==> src/rtl/sad_pkg.sv <==
// Shared types, default parameters and helpers for the windowed
// sum-of-absolute-differences accumulator.
package sad_pkg;

    typedef enum logic [1:0] {
        StIdle,
        StAccum,
        StDone
    } sad_state_e;

    localparam int unsigned DefPixW = 8;
    localparam int unsigned DefWinW = 11;
    localparam int unsigned DefWinH = 11;
    localparam int unsigned DefSumW = 16;

    function automatic int unsigned sad_clog2(input int unsigned value);
        int unsigned res;
        res = 0;
        if (value > 1) begin
            for (int unsigned v = value - 1; v > 0; v = v >> 1) begin
                res = res + 1;
            end
        end
        return res;
    endfunction

endpackage

==> src/rtl/abs_diff.sv <==
// Combinational unsigned absolute difference of two pixels.
module abs_diff #(
    parameter int unsigned PIX_W = 8
) (
    input  logic [PIX_W-1:0] a_i,
    input  logic [PIX_W-1:0] b_i,
    output logic [PIX_W-1:0] diff_o
);

    always_comb begin
        diff_o = (a_i >= b_i) ? (a_i - b_i) : (b_i - a_i);
    end

endmodule

==> src/rtl/window_sad_acc.sv <==
// Accumulates |pix_a - pix_b| over fixed-size windows framed by in_first and
// presents a registered sum plus threshold hit flag through a valid/ready port.
module window_sad_acc
    import sad_pkg::*;
#(
    parameter int unsigned PIX_W = DefPixW,
    parameter int unsigned WIN_W = DefWinW,
    parameter int unsigned WIN_H = DefWinH,
    parameter int unsigned SUM_W = DefSumW
) (
    input  logic             clk,
    input  logic             reset,
    input  logic             in_valid,
    output logic             in_ready,
    input  logic             in_first,
    input  logic [PIX_W-1:0] pix_a,
    input  logic [PIX_W-1:0] pix_b,
    input  logic [SUM_W-1:0] threshold,
    output logic             out_valid,
    input  logic             out_ready,
    output logic [SUM_W-1:0] out_sum,
    output logic             out_hit,
    output logic             sync_err
);

    localparam int unsigned N       = WIN_W * WIN_H;
    localparam int unsigned CntW    = sad_clog2(N + 1);
    localparam bit          OneBeat = (N == 1);

    generate
        if (SUM_W < PIX_W + sad_clog2(N)) begin : g_sum_w_too_small
            $error("window_sad_acc: SUM_W too small for PIX_W and window size");
        end
    endgenerate

    sad_state_e       state_q;
    logic [SUM_W-1:0] acc_q;
    logic [CntW-1:0]  count_q;
    logic [SUM_W-1:0] thr_q;
    logic             out_valid_q;
    logic [SUM_W-1:0] out_sum_q;
    logic             out_hit_q;
    logic             sync_err_q;

    logic [PIX_W-1:0] diff;
    logic [SUM_W-1:0] diff_ext;
    logic [SUM_W-1:0] acc_d;
    logic [CntW-1:0]  count_d;
    logic             accept;
    logic             start_win;
    logic             extend;
    logic             last_beat;
    logic             sync_err_d;

    abs_diff #(
        .PIX_W (PIX_W)
    ) u_abs_diff (
        .a_i    (pix_a),
        .b_i    (pix_b),
        .diff_o (diff)
    );

    always_comb begin
        in_ready  = (state_q != StDone) || out_ready;
        accept    = in_valid && in_ready;
        diff_ext  = SUM_W'(diff);
        acc_d     = acc_q + diff_ext;
        count_d   = count_q + 1'b1;
        last_beat = (count_d == CntW'(N));
        // A first beat always opens a window; in DONE accept implies the result is consumed.
        start_win = accept && in_first;
        extend    = accept && !in_first && (state_q == StAccum);
        if (state_q == StAccum) begin
            sync_err_d = accept && in_first;
        end else begin
            sync_err_d = accept && !in_first;
        end
    end

    always_ff @(posedge clk or posedge reset) begin
        if (reset) begin
            state_q     <= StIdle;
            acc_q       <= '0;
            count_q     <= '0;
            thr_q       <= '0;
            out_valid_q <= 1'b0;
            out_sum_q   <= '0;
            out_hit_q   <= 1'b0;
            sync_err_q  <= 1'b0;
        end else begin
            sync_err_q <= sync_err_d;
            if (start_win) begin
                acc_q   <= diff_ext;
                count_q <= CntW'(1);
                thr_q   <= threshold;
                if (OneBeat) begin
                    state_q     <= StDone;
                    out_valid_q <= 1'b1;
                    out_sum_q   <= diff_ext;
                    out_hit_q   <= (diff_ext > threshold);
                end else begin
                    state_q     <= StAccum;
                    out_valid_q <= 1'b0;
                end
            end else if (extend) begin
                acc_q   <= acc_d;
                count_q <= count_d;
                if (last_beat) begin
                    state_q     <= StDone;
                    out_valid_q <= 1'b1;
                    out_sum_q   <= acc_d;
                    out_hit_q   <= (acc_d > thr_q);
                end
            end else if ((state_q == StDone) && out_ready) begin
                state_q     <= StIdle;
                out_valid_q <= 1'b0;
            end
        end
    end

    assign out_valid = out_valid_q;
    assign out_sum   = out_sum_q;
    assign out_hit   = out_hit_q;
    assign sync_err  = sync_err_q;

endmodule

==> config.mk <==
export PLATFORM = sky130hd
export DESIGN_NAME = window_sad_acc
export DESIGN_NICKNAME = d
export VERILOG_FILES = /design/src/rtl/sad_pkg.sv /design/src/rtl/abs_diff.sv /design/src/rtl/window_sad_acc.sv
export SDC_FILE = /design/constraint.sdc
export NUM_CORES = 1
export LEC_CHECK = 0
export ABC_AREA = 0
export BUFFER_PORTS_ARGS = -buffer_cell sky130_fd_sc_hd__buf_4
export CORE_MARGIN = 5
export CORE_UTILIZATION = 55
export CTS_CLUSTER_DIAMETER = 150
export DETAILED_ROUTE_END_ITERATION = 16
export GPL_TIMING_DRIVEN = 0
export PLACE_DENSITY = 0.88
export SETUP_SLACK_MARGIN = 0.2
export SLEW_MARGIN = 0
export SYNTH_ARGS = -nofsm -noshare
export SYNTH_HDL_FRONTEND = slang
export SYNTH_SLANG_ARGS = --single-unit
==> constraint.sdc <==
create_clock -name clk -period 5.3 [get_ports clk]
set_clock_uncertainty 0.15 [all_clocks]
set_input_delay 0.265 -clock clk [delete_from_list [all_inputs] [get_ports clk]]
set_output_delay 0.265 -clock clk [all_outputs]
set_load 0.03 [all_outputs]
==> impl_metrics.json, run 1 <==
{
  "dp.cells": 617,
  "async_reset_ff_share_pct": 100.0,
  "peakVddDrop_mv": 0.2027,
  "drcViolationCount": 0,
  "ys_ff_latch": 59,
  "nNetsFinal": 631,
  "rsz0062_at_grt": "false",
  "fillerInstances": 552,
  "die_w_um": 97.26,
  "place_area_um2": 4752,
  "grt_pass1_wl_mm": 17.08,
  "min_to": "sync_err",
  "cap_violations": 0,
  "reg2reg_from": "acc_q[0]",
  "grt_use_total_pct": 21.92,
  "period_share_pct": 92.37,
  "fin_cells": 653,
  "hold_start": "in_valid",
  "drt_first_pass_iters": 7,
  "synth_seq_area_share_pct": 35.26,
  "critPathMaxFanout": 7,
  "clock_latency_ns": 0.35,
  "stdcell_area_um2": 5202,
  "status": "finished clean",
  "antenna_found_initial": 0,
  "diodes": 0,
  "grt_max_degree": 45,
  "arrival_ns": 4.99,
  "p_per_area_nw_per_um2": 366.6,
  "start_util_pct": 57.13,
  "worst_pin_slew_ns": 0.5369,
  "whs_path_depth": 2,
  "setup_viol": 0,
  "coreArea_um2": 7331,
  "syn_to_final_growth_pct": 24.23,
  "hp-class": "input pin to flip-flop",
  "drt_wl_total_mm": 10.36,
  "ant_nets": 0,
  "start_kind": "input pin",
  "io-pin-count": 57,
  "final_cell_mix": "61 x buf_4, 59 x dfrtp_1, 46 x o21ai_0, 44 x inv_1, 44 x nand2_1",
  "cts_tree": "yes",
  "synthDistinctLibCells": 57,
  "synth_nets": 542,
  "critical_path_required_ns": 5.39,
  "grt.overflow.total": 0,
  "cts_buffers": 9,
  "grt_pass1_vias": 3690,
  "final_common_cell": "buf_4",
  "hold_viol_final": 0,
  "yosys_warnings": 0,
  "vias_per_cell": 5.709,
  "reg2reg_to": "out_hit",
  "reg2reg_depth": 13,
  "vias": 3728,
  "finalSetupTns_ns": 0,
  "whs_ns": 0.04458,
  "regToRegSetupSlack_ns": 1.69,
  "clockBufferDepth": 2,
  "h-tree-depth": 3,
  "cts_sinks": 59,
  "dieArea_um2": 9460,
  "wl_per_cell_um": 15.86,
  "max_freq_mhz": 204.3,
  "rows": 31,
  "path_clk_slew_ns": 0.07,
  "critical_path_class": "input pin to flip-flop",
  "final_core_util_pct": 70.97,
  "syn_inst": 461,
  "layout-drive-gt1-share_pct": 21.12,
  "drtIter0Drc": 273,
  "p_leak_nw": 2.629,
  "drv_slew": 0,
  "clk_root_buffer_cell": "clkbuf_8",
  "synth_ff_type": "dfrtp_1",
  "period_needed_ns": 4.895,
  "gp_congestion": 0.8624,
  "die_h_um": 97.26,
  "end_kind": "flip-flop",
  "synth_area_um2": 4188,
  "post_synth.cell_area_avg_um2": 9.084,
  "synth-edff-count": 0,
  "relSlewSlack_pct": 64.20,
  "io_buffers": 56,
  "hpwl_mm": 7.635
}
## worst max path at each step
| stage | depth (start not counted) | to | slack (ns) | startpoint |
|---|---|---|---|---|
| after CTS | 24 | out_hit | 0.28 | pix_a[0] |
| after global routing | 24 | out_hit | 0.16 | pix_a[0] |
| after detailed placement | 24 | out_hit | -0.04 | pix_a[0] |
| final | 23 | out_hit | 0.40 | pix_a[0] |
| after floorplan | 20 | out_hit | 0.71 | pix_a[0] |
| after global placement | 23 | out_hit | 0.11 | pix_a[5] |
## final cells by class
cell class              count  area, µm²  area share, %
well taps                  99      123.9          2.381
repair buffers             78      640.6          12.31
multi-input cells         334       2494          47.93
clock buffers               9      123.9          2.381
inverters                  45      168.9          3.247
plain buffers              23      117.6          2.261
clock inverters             6      57.56          1.106
flip-flops and latches     59       1476          28.38
## kinds of logic (layout without fill, tap and decap cells)
logic type                 after synthesis  count (layout)  share of synthesized area (%)
AOI/OAI and AO/OA                      123             123                          18.85
xor gates and xnor gates                20              20                          4.183
adders and majority gates               44              44                          13.68
and+or+nand+nor                        124             124                          15.03
buffers and inverters                   68             161                          6.752
DFF                                     59              59                          35.26
muxes                                   23              23                          6.244
## Yosys cell counts, types with 5 or more instances
cell / number / share of area, %
and3_1: 7 / 1.0
nor2_1: 18 / 1.6
o21ai_0: 47 / 5.6
a22o_1: 6 / 1.3
mux2_2: 13 / 3.5
clkbuf_1: 16 / 1.4
and2_1: 6 / 0.90
xnor2_1: 9 / 1.9
dfrtp_1: 59 / 35
nand4_1: 9 / 1.3
xor2_1: 11 / 2.3
a21o_1: 11 / 2.0
nand3_1: 13 / 1.6
o211ai_1: 5 / 0.90
mux2i_1: 7 / 1.7
inv_1: 45 / 4.0
nand2_1: 44 / 3.9
a21oi_1: 23 / 2.7
ha_1: 41 / 12
## registers in the layout (all words and copies together) (netlist names)
| name | count |
|---|---|
| acc_q | 16 |
| out_sum | 16 |
| thr_q | 16 |
| count_q | 7 |
| state_q | 2 |
| out_hit | 1 |
| sync_err | 1 |
## per-stage QoR
step                setup WS (ns)  power [mW]
floorplan                  0.7115       1.201
global placement           0.1110       1.359
detailed placement       -0.03812       1.430
CTS                        0.2796       1.838
global route               0.1553       2.047
finish                     0.4046       1.907
## metal layers
metal / up-vias / share of wire [%] / global-route usage [%]
met2: 148 / 49 / 37.10
li1: 1805 / - / -
met1: 1744 / 43 / 27.22
met3: 31 / 6.0 / 4.594
met5: - / 0 / 0
met4: 0 / 2.6 / 8.946
## critical path, cell delays in order
cell      delay [ns]
buf_4           0.11
inv_1           0.05
ha_1            0.17
inv_1           0.07
fa_1            0.39
nand3_1         0.12
nand3_2         0.12
a221o_2         0.48
buf_4           0.17
mux2i_1         0.21
xor2_1          0.26
ha_2            0.37
nand3_1         0.11
o211ai_1        0.13
o41a_1          0.48
buf_4           0.18
xor2_1          0.16
ha_1            0.32
nand4_1         0.16
nor3_2          0.24
nand2_1         0.07
mux2_2          0.26
o21a_1          0.10
## what timing repair did
action | in CTS | in global routing
resized for setup | 0 | 19
endpoints found under the hold margin | 31 | 0
setup buffers | 0 | 4
endpoints found under the setup margin | 0 | 1
hold buffers | 17 | 0
## power by group
part           switching [mW]  internal (mW)
Clock                   0.182          0.211
Sequential             0.0313          0.504
Combinational           0.567          0.412
Total                   0.781           1.13
Power figures use the tool's default switching activity.
==> run 2, diff against run 1 <==
--- a/config.mk
+++ b/config.mk
@@ -11,7 +11,6 @@
 export CORE_UTILIZATION = 55
 export CTS_CLUSTER_DIAMETER = 150
 export DETAILED_ROUTE_END_ITERATION = 16
-export GPL_TIMING_DRIVEN = 0
 export PLACE_DENSITY = 0.88
 export SETUP_SLACK_MARGIN = 0.2
 export SLEW_MARGIN = 0
==> impl_metrics.json, run 2 (synthesized netlist as in run 1, its figures left out) <==
{
  "drt_first_pass_iters": 6,
  "layout-drive-gt1-share_pct": 20.38,
  "peakVddDrop_mv": 0.2217,
  "end_kind": "flip-flop",
  "die_w_um": 97.26,
  "regToRegSetupSlack_ns": 1.65,
  "drt_wl_total_mm": 10.35,
  "cts_tree": "yes",
  "period_share_pct": 91.86,
  "path_delay_family": "compound AO/OA/AOI/OAI gates",
  "period_needed_ns": 4.869,
  "cts_sinks": 59,
  "vias": 3683,
  "multi_input_area_um2": 2467,
  "violations": "hold timing",
  "post-place-ws_ns": 0.1646,
  "fillerInstances": 564,
  "drtIter0Drc": 422,
  "rows": 31,
  "max_freq_mhz": 205.4,
  "grt_use_total_pct": 22.30,
  "coreArea_um2": 7331,
  "hp-class": "input pin to async pin",
  "io_buffers": 56,
  "h-tree-depth": 3,
  "diodes": 0,
  "vias_per_cell": 5.855,
  "cts_buffers": 9,
  "crit_path_end": "out_hit",
  "p_sw_share_pct": 41.05,
  "reg2reg_from": "acc_q[0]",
  "start_util_pct": 57.13,
  "die_h_um": 97.26,
  "start_kind": "input pin",
  "critPathMaxFanout": 9,
  "syn_to_final_growth_pct": 20.14,
  "grt_pass1_vias": 3733,
  "crit_start": "pix_a[3]",
  "critical_path_class": "input pin to flip-flop",
  "seqPwrFrac_pct": 28.7,
  "final_cell_mix": "62 x buf_4, 59 x dfrtp_1, 47 x o21ai_0, 44 x inv_1, 44 x nand2_1",
  "io-pin-count": 57,
  "cp.depth": 19,
  "dieArea_um2": 9460,
  "setup_viol": 0,
  "cap_violations": 0,
  "relSlewSlack_pct": 32.19,
  "intPower_mw": 1.119,
  "rsz0062_at_grt": "false",
  "wl_per_cell_um": 16.45,
  "reg2reg_depth": 13,
  "gp_congestion": 0.9270,
  "grt_max_degree": 60,
  "p_per_area_nw_per_um2": 377.2,
  "final_common_cell": "buf_4",
  "clockPowerShare_pct": 20.5,
  "fin_ws_ns": 0.4314,
  "hold_viol_final": 16,
  "grt_pass1_wl_mm": 17.62,
  "nNetsFinal": 606,
  "clock_latency_ns": 0.35,
  "finalSetupTns_ns": 0,
  "clockBufferDepth": 2,
  "arrival_ns": 4.95,
  "grt.overflow.total": 0,
  "ant_nets": 0,
  "hpwl_mm": 7.224,
  "worst_pin_slew_ns": 1.013,
  "critical_path_required_ns": 5.39,
  "critical_path.cell_chain": "buf_4 -> inv_1 -> ha_1 -> a21oi_1 -> nand3_1 -> a221oi_4 -> mux2_2 -> fa_1 -> a21oi_2 -> o211ai_1 -> o41a_1 -> and3_1 -> xor2_1 -> ha_1 -> nand4_1 -> nor3_2 -> nand2_1 -> mux2_2 -> o21a_1",
  "antenna_found_initial": 0,
  "path_buf_inv": 2,
  "p_comb_share_pct": 50.7,
  "p_switching_uw": 778.9,
  "crit_slowest_cell": "fa_1",
  "register_area_um2": 1476,
  "path_clk_slew_ns": 0.07,
  "max_stage_delay_ns": 0.46,
  "drcViolationCount": 0,
  "whs_ns": -0.03368,
  "drv_slew": 0,
  "reg2reg_to": "out_hit",
  "status": "finished, violations left",
  "clk_root_buffer_cell": "clkbuf_8",
  "p_leak_nw": 2.559
}
run 2: changes by cell type in the layout (fill, tap and decap cells not counted), moves of 3 or more:
cell / previous run / this run
clkbuf_2: 3 / 0
clkbuf_1: 13 / 0
dlygate4sd3_1: 17 / 14
buf_2: 4 / 0
clkbuf_8: 9 / 12
run 2: what timing repair did:
item                                    CTS  global route
buffers inserted                          0             4
hold buffers                             14             0
endpoints found under the hold margin    14             0
endpoints found under the setup margin    0             1
resized for setup                         0             8
run 2: metal layers:
layer  routed length, µm  part of all wire, %  track usage, %  vias to the layer above
met1                4512                   44           28.81                     1766
met3                 594                  5.7           5.958                       36
met5                   0                    0               0                        -
met4                 334                  3.2           8.839                        0
met2                4906                   47           35.67                      132
li1                    -                    -               -                     1749
run 2: final cells by class:
| cell class | count | share of cell area, % |
|---|---|---|
| clock buffers | 12 | 3.283 |
| multi-input cells | 334 | 49.04 |
| well taps | 99 | 2.462 |
| repair buffers | 76 | 12.04 |
| clock inverters | 4 | 0.4725 |
| inverters | 45 | 3.357 |
| flip-flops and latches | 59 | 29.35 |
run 2: how the worst min path moves through the flow:
stage                   from    endpoint  slack, ns  cells after the start
6_report               reset  out_sum[4]      -0.03                      3
5_1_grt        threshold[14]   thr_q[14]       0.02                      3
4_1_cts        threshold[14]   thr_q[14]      0.002                      3
3_5_place_dp    threshold[0]    thr_q[0]       0.33                      3
3_3_place_gp    threshold[0]    thr_q[0]       0.31                      3
2_1_floorplan   threshold[0]    thr_q[0]       0.22                      2
run 2: per-stage QoR:
stage          total power [mW]  cells  cell area (µm²)  hold WS [ns]  utilization, %
2_1_floorplan             1.201    461             4188        0.2204               -
3_3_place_gp              1.371    595             4633        0.3107           63.20
3_5_place_dp              1.433    595             4633        0.3259           63.20
4_1_cts                   1.830    625             4962      0.001718           67.69
5_1_grt                   2.030    629             5031       0.01954           68.63
6_report                  1.898    629             5031      -0.03368           68.63
run 2: worst min-delay path: cells and delay by family:
family,cells,cell delay (ns)
buffers and inverters,3,0.71
run 2: power by group through the flow:
stage               Clock (mW)  Combinational (mW)  Sequential (mW)
finish                   0.389               0.963            0.545
global route             0.414                1.06            0.553
CTS                      0.392               0.893            0.544
detailed placement           0               0.882            0.551
global placement             0               0.822            0.549
floorplan                    0               0.665            0.536
==> run 3, diff against run 2 <==
--- a/config.mk
+++ b/config.mk
@@ -7,7 +7,7 @@
 export LEC_CHECK = 0
 export ABC_AREA = 0
 export BUFFER_PORTS_ARGS = -buffer_cell sky130_fd_sc_hd__buf_4
-export CORE_MARGIN = 5
+export CORE_MARGIN = 10
 export CORE_UTILIZATION = 55
 export CTS_CLUSTER_DIAMETER = 150
 export DETAILED_ROUTE_END_ITERATION = 16
==> impl_metrics.json, run 3 (synthesized netlist as in run 1, its figures left out) <==
{
  "coreArea_um2": 7331,
  "end_kind": "flip-flop",
  "cpMostUsedCell": "ha_1",
  "clockBufferDepth": 2,
  "regToRegSetupSlack_ns": 1.63,
  "crit_slowest_cell": "o41a_1",
  "path_clk_slew_ns": 0.06,
  "gp_congestion": 0.9820,
  "io_buffers": 56,
  "hp-class": "input pin to async pin",
  "arrival_ns": 4.94,
  "path_buf_inv": 3,
  "ant_nets": 0,
  "reg2reg_depth": 13,
  "worst_pin_slew_ns": 1.071,
  "p_comb_share_pct": 48.5,
  "seqPwrFrac_pct": 29.0,
  "status": "finished, violations left",
  "path_delay_family": "compound AO/OA/AOI/OAI gates",
  "grt_use_total_pct": 18.16,
  "hold_viol_final": 22,
  "layout-drive-gt1-share_pct": 19.27,
  "drcViolationCount": 0,
  "max_freq_mhz": 206.0,
  "vias_per_cell": 5.780,
  "reg2reg_from": "acc_q[0]",
  "period_share_pct": 91.61,
  "clk_root_buffer_cell": "clkbuf_8",
  "peakVddDrop_mv": 0.1931,
  "max_stage_delay_ns": 0.43,
  "cts_sinks": 59,
  "drtIter0Drc": 296,
  "die_w_um": 107.3,
  "critical_path_class": "input pin to flip-flop",
  "p_switching_uw": 749.4,
  "h-tree-depth": 3,
  "dieArea_um2": 11500,
  "wl_per_cell_um": 16.33,
  "vias": 3601,
  "rows": 31,
  "intPower_mw": 1.134,
  "period_needed_ns": 4.855,
  "syn_to_final_growth_pct": 19.54,
  "multi_input_area_um2": 2461,
  "nNetsFinal": 602,
  "start_util_pct": 57.13,
  "clockPowerShare_pct": 22.5,
  "p_per_area_nw_per_um2": 376.2,
  "antenna_found_initial": 0,
  "start_kind": "input pin",
  "fin_cells": 623,
  "cts_buffers": 9,
  "whs_ns": -0.01601,
  "io-pin-count": 57,
  "violations": "hold timing",
  "rsz0062_at_grt": "false",
  "p_sw_share_pct": 39.79,
  "final_common_cell": "dfrtp_1",
  "reg2reg_to": "out_hit",
  "grt_max_degree": 60,
  "dp.cells": 595,
  "grt.overflow.total": 0,
  "relSlewSlack_pct": 28.31,
  "register_area_um2": 1476,
  "p_leak_nw": 2.538,
  "drt_first_pass_iters": 5,
  "cap_violations": 0,
  "setup_viol": 0,
  "die_h_um": 107.3,
  "drt_wl_total_mm": 10.18,
  "drv_slew": 0,
  "cts_tree": "yes",
  "critical_path_required_ns": 5.38,
  "final_cell_mix": "59 x dfrtp_1, 58 x buf_4, 47 x o21ai_0, 44 x inv_1, 44 x nand2_1",
  "critical_path.cell_chain": "buf_4 -> inv_1 -> ha_1 -> inv_1 -> fa_1 -> nand3_1 -> nand3_1 -> a221oi_4 -> mux2i_1 -> xnor2_1 -> ha_1 -> a21oi_1 -> o211ai_1 -> o41a_1 -> and3_1 -> xor2_1 -> ha_1 -> nand4_1 -> nor3_2 -> nand2_1 -> mux2_2 -> o21a_1",
  "clock_latency_ns": 0.34,
  "grt_pass1_wl_mm": 17.39,
  "critPathMaxFanout": 6,
  "diodes": 0,
  "fillerInstances": 547,
  "finalSetupTns_ns": 0,
  "hpwl_mm": 7.344,
  "grt_pass1_vias": 3681
}
==> run 3: cell count changes in the layout (fill, tap and decap cells not counted), moves of 2 or more <==
cell      before  now
buf_4         62   58
clkinv_2       3    1
ha_1          39   41
ha_2           2    0
mux2i_1        7    5
mux2i_2        0    2
==> run 3: metrics by stage <==
stage	power (mW)	worst slack (ns)	instance area, µm²	util, %
floorplan	1.201	0.7115	4188	-
global placement	1.373	0.3184	4633	63.20
detailed placement	1.416	0.1302	4633	63.20
CTS	1.853	0.4466	4974	67.84
global route	2.015	0.1851	5006	68.29
finish	1.884	0.4447	5006	68.29
==> run 3: worst min-delay path, cell delays in order <==
cell and delay (ns):
buf_4 0.11, inv_2 0.04, buf_4 0.56
==> run 3: layout make-up <==
| cell class | instances | share of cell area, % |
|---|---|---|
| Inverter | 45 | 3.374 |
| Clock inverter | 2 | 0.6998 |
| Clock buffer | 12 | 3.299 |
| Timing Repair Buffer | 72 | 11.50 |
| Sequential cell | 59 | 29.49 |
| Tap cell | 99 | 2.474 |
| Multi-Input combinational cell | 334 | 49.16 |
==> run 3: routing by layer <==
metal	GRT usage, %	routed length, µm
met1	22.71	4617
met2	29.93	4745
met3	4.311	639
met4	6.286	174
met5	0	0
==> run 3: worst max path at each step <==
stage	start	to	depth (start not counted)	slack (ns)
2_1_floorplan	pix_a[0]	out_hit	20	0.71
3_3_place_gp	pix_a[0]	out_hit	21	0.32
3_5_place_dp	pix_a[0]	out_hit	23	0.13
4_1_cts	pix_a[0]	out_hit	23	0.45
5_1_grt	pix_a[0]	out_hit	22	0.19
6_report	pix_a[0]	out_hit	22	0.44
==> run 3: power by group through the flow <==
stage / sequential (mW) / combinational [mW] / clock [mW]
2_1_floorplan: 0.536 / 0.665 / 0
3_3_place_gp: 0.549 / 0.824 / 0
3_5_place_dp: 0.552 / 0.864 / 0
4_1_cts: 0.545 / 0.882 / 0.426
5_1_grt: 0.553 / 1.02 / 0.445
6_report: 0.546 / 0.914 / 0.424
==> run 3: repair_timing <==
action	CTS	global route
resized for setup	0	7
endpoints found under the setup margin	0	1
hold buffers	14	0
hold endpoints to repair	14	0
setup buffers	0	0
